==> config.mk <==
export PLATFORM = sky130hd
export DESIGN_NAME = inst_fifo_multi
export DESIGN_NICKNAME = d
export VERILOG_FILES = /design/src/rtl/inst_fifo_multi.sv
export SDC_FILE = /design/constraint.sdc
export NUM_CORES = 2
export LEC_CHECK = 0
export BUFFER_PORTS_ARGS = -buffer_cell sky130_fd_sc_hd__buf_4
export CORE_ASPECT_RATIO = 1.1
export CORE_MARGIN = 2
export CORE_UTILIZATION = 50
export DETAILED_ROUTE_END_ITERATION = 16
export GPL_TIMING_DRIVEN = 0
export PLACE_DENSITY_LB_ADDON = 0.12
export SETUP_SLACK_MARGIN = 0.4
export SLEW_MARGIN = 20
export SYNTH_ARGS = -nofsm -noshare
export SYNTH_HDL_FRONTEND = slang
export SYNTH_SLANG_ARGS = --single-unit
==> constraint.sdc <==
create_clock -name clk -period 10.29 [get_ports clk]
set_input_delay 1.029 -clock clk [delete_from_list [all_inputs] [get_ports clk]]
set_output_delay 1.029 -clock clk [all_outputs]
set_load 0.05 [all_outputs]
==> src/rtl/inst_fifo_multi.sv <==
// Multi-port instruction buffer: up to FETCH_W {pc, instr} pairs in per cycle,
// up to ISSUE_W oldest entries presented in program order, with flush.
module inst_fifo_multi #(
  parameter int FETCH_W = 2,
  parameter int ISSUE_W = 2,
  parameter int DEPTH   = 16,
  parameter int PC_W    = 32,
  parameter int INST_W  = 32
) (
  input  logic                          clk,
  input  logic                          rst,
  input  logic                          flush,
  input  logic [FETCH_W-1:0]            push_en,
  input  logic [FETCH_W*PC_W-1:0]       push_pc,
  input  logic [FETCH_W*INST_W-1:0]     push_inst,
  output logic                          full,
  output logic                          empty,
  output logic [$clog2(DEPTH+1)-1:0]    count,
  input  logic [$clog2(ISSUE_W+1)-1:0]  pop_num,
  output logic [ISSUE_W-1:0]            out_valid,
  output logic [ISSUE_W*PC_W-1:0]       out_pc,
  output logic [ISSUE_W*INST_W-1:0]     out_inst
);

  localparam int AW = $clog2(DEPTH);
  localparam int CW = $clog2(DEPTH+1);

  logic [PC_W-1:0]   pc_mem   [DEPTH];
  logic [INST_W-1:0] inst_mem [DEPTH];

  logic [AW-1:0] rd_ptr_q, rd_ptr_d;
  logic [AW-1:0] wr_ptr_q, wr_ptr_d;
  logic [CW-1:0] count_q, count_d;

  logic [AW-1:0] wr_idx [FETCH_W];
  logic [CW-1:0] push_cnt;
  logic [CW-1:0] eff_pop;
  logic          push_ok;

  assign full    = (CW'(DEPTH) - count_q) < CW'(FETCH_W);
  assign empty   = (count_q == '0);
  assign count   = count_q;
  assign push_ok = !full && !flush;
  assign eff_pop = (CW'(pop_num) > count_q) ? count_q : CW'(pop_num);

  // Enabled slots are packed into consecutive entries starting at wr_ptr.
  always_comb begin
    push_cnt = '0;
    for (int i = 0; i < FETCH_W; i++) begin
      wr_idx[i] = wr_ptr_q + AW'(push_cnt);
      push_cnt  = push_cnt + CW'(push_en[i]);
    end
  end

  always_comb begin
    rd_ptr_d = rd_ptr_q;
    wr_ptr_d = wr_ptr_q;
    count_d  = count_q;
    if (flush) begin
      rd_ptr_d = '0;
      wr_ptr_d = '0;
      count_d  = '0;
    end else begin
      rd_ptr_d = rd_ptr_q + AW'(eff_pop);
      if (push_ok) begin
        wr_ptr_d = wr_ptr_q + AW'(push_cnt);
        count_d  = count_q + push_cnt - eff_pop;
      end else begin
        count_d  = count_q - eff_pop;
      end
    end
  end

  always_ff @(posedge clk or posedge rst) begin
    if (rst) begin
      rd_ptr_q <= '0;
      wr_ptr_q <= '0;
      count_q  <= '0;
    end else begin
      rd_ptr_q <= rd_ptr_d;
      wr_ptr_q <= wr_ptr_d;
      count_q  <= count_d;
    end
  end

  // Storage deliberately has no reset; validity is tracked by count alone.
  always_ff @(posedge clk) begin
    if (push_ok) begin
      for (int i = 0; i < FETCH_W; i++) begin
        if (push_en[i]) begin
          pc_mem[wr_idx[i]]   <= push_pc[i*PC_W +: PC_W];
          inst_mem[wr_idx[i]] <= push_inst[i*INST_W +: INST_W];
        end
      end
    end
  end

  always_comb begin
    out_valid = '0;
    out_pc    = '0;
    out_inst  = '0;
    for (int k = 0; k < ISSUE_W; k++) begin
      out_valid[k] = count_q > CW'(k);
      if (out_valid[k]) begin
        out_pc[k*PC_W +: PC_W]       = pc_mem[rd_ptr_q + AW'(k)];
        out_inst[k*INST_W +: INST_W] = inst_mem[rd_ptr_q + AW'(k)];
      end
    end
  end

endmodule

# Word-level counts from Yosys, hierarchy flattened
# Memories as Yosys holds them, arrays and structs flattened.
# Index checks and enable logic that the tools add are counted.
[totals]
register_bits = 13
mem_bits_rw = 1024
input_bits = 135
output_inout_bits = 137
wordCells = 39
mem_count = 2
[mem_list]
columns = ["name", "depth", "width", "rd", "rd_clocked_by_memory_dff", "write_ports", "line_no", "text"]
rows = [
  ["inst_mem", 16, 32, 2, 0, 2, "29", "logic [INST_W-1:0] inst_mem [DEPTH];"],
  ["pc_mem", 16, 32, 2, 0, 2, "28", "logic [PC_W-1:0] pc_mem [DEPTH];"],
]
[classes]
add_sub_neg = 9
n_lt_le_gt_ge = 4
muxes = 16
n_reduce_logical = 5
[op_table]
columns = ["cell", "count"]
rows = [
  ["32-bit two-way mux", 4],
  ["5-bit two-way mux", 3],
  ["4-bit two-way mux", 3],
  ["5-bit by 1-bit greater-than comparator with 1-bit output (second input constant)", 2],
  ["5-bit subtractor", 2],
  ["1-bit two-way mux", 6],
  ["5-bit by 2-bit adder with 5-bit output", 1],
  ["2-bit by 5-bit greater-than comparator with 1-bit output", 1],
  ["5-bit zero test", 1],
  ["5-bit by 2-bit < comparator with 1-bit output (second input constant)", 1],
  ["5-bit subtractor (first input constant)", 1],
  ["4-bit by 1-bit adder with 4-bit output", 1],
  ["4-bit by 1-bit adder with 4-bit output (second input constant)", 1],
  ["4-bit by 2-bit adder with 4-bit output", 1],
  ["4-bit adder", 1],
  ["1-bit by 1-bit adder with 2-bit output", 1],
  ["1-bit zero test", 2],
  ["2-bit nonzero test", 1],
  ["1-bit logical AND", 1],
]

# Depth between registers and ports, before layout
[logic_depth]
word_depth = 6
depth_mapped = 16
ltp_nobuf = 16

# Least setup slack after synthesis
# No wires, ideal clock.
[synth_timing]
path_type = "flip-flop to flip-flop"
from = "reg count_q[1] (netlist: count[1])"
to = "mem inst_mem[4][0] (enable)"
setup_time_ps = 575
arrival_time_ps = 7045
required_ps = 9715
setup_slack_ps = 2670
path_stages_with_launch = 11
path_buffers = 2
synth_period_minus_slack_ps = 7620
path_cell_list = "dfrtp_1 > inv_1 > ha_1 > and3_1 > ha_1 > nand3b_1 > or2_1 > buf_6 > clkbuf_1 > nand4b_1 > o21ai_0"
[synth_lines]
columns = ["item", "line_no", "text"]
rows = [
  ["start: declaration", "33", "logic [CW-1:0] count_q, count_d;"],
  ["start signal: assignment", "82", "count_q <= count_d;"],
  ["end: declaration", "29", ""],
]

# Worst setup path in the final report
[layout_timing]
from = "reg count_q[1] (netlist: count[1])"
to = "out out_inst[34]"
[layout_between]
elab_chain_cells = 2
[layout_rtl]
columns = ["item", "line_no", "text"]
rows = [
  ["5-bit by 1-bit greater-than comparator with 1-bit output", "103", "out_valid[k] = count_q > CW'(k);"],
  ["32-bit two-way mux", "104", "if (out_valid[k]) begin"],
  ["end: declaration", "22", "output logic [ISSUE_W*INST_W-1:0] out_inst"],
]
# Every way passes these cells.

==> results.cfg <==
[floorplan]
io_pins = 272
die_w_um = 338
die_h_um = 372
initial_utilization = 0.505
design.core.area_sq_um = 122000
rows = 134
dieArea_sq_um = 126000

[synth]
synth_area_sq_um = 61400
synth_simple_gate_area_frac = 0.00617
synth_compound_area_frac = 0.0181
synth_top_family_by_area = multiplexers
yosysMostFrequentCell = edfxtp_1
ys.flop_type = edfxtp_1
synth_area_per_cell_sq_um = 17.3
synthTopCellsByCount = edfxtp_1 (1024), mux2_2 (926), mux4_2 (512)
synth_seq_cells = 1037
synth_edf_count = 1024
synthDominantCellAreaShare = 0.501
synthTopCellsByArea = edfxtp_1 (50%), mux4_2 (19%), mux2_2 (17%)
ys_warn_count = 0
synth-xor-area-share = 0.00198
synth_fp_nets = 3720
synth_top_area_cell = edfxtp_1
synth_cell_types = 48
synth_adder_area_share = 0.00632
synthArstFlopShare = 0.0125
synthCells = 3557
synth.area.mux_share = 0.423
seq_area_frac_synth = 0.506

[global_routing]
grt_pass1_wl_mm = 290
grtUsageTotal = 0.325
grt_max_degree = 19
grt_pass1_vias = 39400
antenna_found_initial = 24
grt_overflow_total = 0

[timing]
fin_crit_sh = 0.604
maxSlewViolCount = 0
setup_viol_count_final = 0
grt_setup_unrepaired = false
min_period_ns = 6.22
maxSlewHeadroom = 0.145
final-hold-violation-count = 0
setup_tns_ns = 0
max_freq_mhz = 161
max_slew.worst_pin.slew_ns = 1.28
finClkSkew_ns = 0.0285

[detailed_routing]
detail_route.wl_per_cell_um = 35.5
routed_wl_mm = 205
vias_per_cell = 6.72
drc_errors = 0
antenna_left = 0
drt-initial-drc-count = 4592
first_pass_iters = 5
dr_total_vias = 38800

[setup_path]
slowest_delay_ns = 1.07
reg2reg_depth = 13
r2r_start = count[1]
worstReg2RegEnd = inst_mem[4][28]
worstSetupPathType = flip-flop to output port
path_cells = inv_1, ha_1, o21ai_0, nand2_1, clkbuf_1, o22ai_1, buf_4
cp-endpoint = out_inst[34]
endpoint_kind = output port
cpMaxStageDelayCell = nand2_1
cp.arrival_ns = 5.19
worstSetupStartpointType = flip-flop
path_max_fanout = 10
rrSetupSlack_ns = 5.69
critPathRequiredTime_ns = 9.26
cp-startpoint = count[1]

[cts]
cts_sinks = 1037
clk_latency_ns = 0.74
cts_setup_buffers = 0
h-tree-depth = 3
cts_tree = done
clk_pin_slew_ns = 0.07
ctsHoldBuffers = 0
ctsResizeCount = 0
cts_root_buffer = clkbuf_16
clockBufferDepth = 3
cts_buffers = 116

[pwr]
ir_worst_vdd_uv = 339
p_total_mw = 21.5
p_leak_nw = 24.4
powerDensity_nw_per_um2 = 300

[placed_design]
io_buffers = 270
gp_congestion = 0.849
hpwl_mm = 144
place_inst = 5540

[cells_and_area]
layout.cells.non_filler = 5772
drive_gt1_frac = 0.548
layout.nets = 4189
fillers = 9361
synthToLayoutAreaGrowth_pct = 16.5

[flow_run]
drv_cap = 0

[status]
status = finished, final reports clean

[min_path]
hold_path.class = input pin to async pin
[worst max-delay path, delay by kind of cell, from the launching register on]
family / cells / cell delay [ns]
compound gates: 2 / 1.42
fa+ha+maj: 1 / 0.22
buf+inv: 3 / 1.14
flops: 1 / 0.60
simple gates: 1 / 1.07
[stage by stage]
stage / area (sq um) / hold slack (ns) / util / worst slack, ns
6_report: 71600 / 0.404 / 0.589 / 4.07
5_1_grt: 71500 / 0.410 / 0.589 / 4.15
4_1_cts: 71500 / 0.370 / 0.588 / 4.14
3_5_place_dp: 67700 / 0.597 / 0.557 / 4.94
3_3_place_gp: 65500 / 0.586 / 0.539 / -4.21
2_1_floorplan: 61400 / 0.556 / - / 2.67
[final cells by class]
| type | instances | area, sq um | area share |
|---|---|---|---|
| Sequential cell | 1037 | 31100 | 0.434 |
| Multi-Input combinational cell | 2081 | 28200 | 0.394 |
| Timing Repair Buffer | 351 | 4090 | 0.0572 |
| Clock buffer | 148 | 3090 | 0.0431 |
| Buffer | 418 | 2280 | 0.0319 |
| Tap cell | 1632 | 2040 | 0.0285 |
| Clock inverter | 68 | 683 | 0.00955 |
| Inverter | 21 | 78.8 | 0.00110 |
| Antenna cell | 16 | 40.0 | 0.000560 |
[state kept, by name (all words and copies together), names as in the netlist]
name	flops
inst_mem	512
pc_mem	512
count	5
rd_ptr_q	4
wr_ptr_q	4
[worst min path at each step]
stage                 from           to  slack [ns]
2_1_floorplan  rd_ptr_q[3]  rd_ptr_q[3]        0.56
3_3_place_gp   rd_ptr_q[3]  rd_ptr_q[3]        0.59
3_5_place_dp   rd_ptr_q[3]  rd_ptr_q[3]        0.60
4_1_cts                rst     count[0]        0.37
5_1_grt                rst     count[0]        0.41
6_report               rst     count[0]        0.40
[layer usage]
metal,part of all wire,routed length (um),global-route usage,vias up
li1,-,-,-,15700
met1,0.39,79200,0.432,20500
met2,0.48,98900,0.527,2136
met3,0.091,18800,0.0634,431
met4,0.040,8110,0.134,22
met5,0.00062,128,0,-
[cells by family (layout without fill, tap and decap cells)]
family                     after synthesis  in the layout
DFF                                   1037           1037
adders and majority gates               28             28
other                                    1             17
AOI/OAI and AO/OA                      174            174
buffers and inverters                  439           1006
xor gates and xnor gates                13             13
and+or+nand+nor                         73             73
muxes                                 1792           1792
[where the power goes]
part / internal [mW] / switching, mW
clock: 2.43 / 1.79
combinational: 4.52 / 7.56
sequential: 5.03 / 0.146
[placed cells by master, fill, tap and decap left out, types with 14 or more instances in the layout]
cell / synthesis / layout
edfxtp_1: 1024 / 1024
buf_2: 84 / 86
o22ai_1: 129 / 129
nor2_1: 14 / 14
mux2i_1: 256 / 256
mux4_2: 512 / 512
ha_1: 23 / 23
clkbuf_1: 211 / 233
buf_16: 0 / 64
buf_1: 32 / 26
buf_12: 10 / 20
diode_2: 0 / 16
nand2_1: 24 / 23
clkinv_1: 0 / 28
clkinv_2: 0 / 20
mux2_4: 98 / 98
clkbuf_16: 0 / 119
inv_1: 21 / 21
mux2_2: 926 / 926
buf_4: 49 / 319
buf_6: 30 / 30
Power figures use the tool's default switching activity.
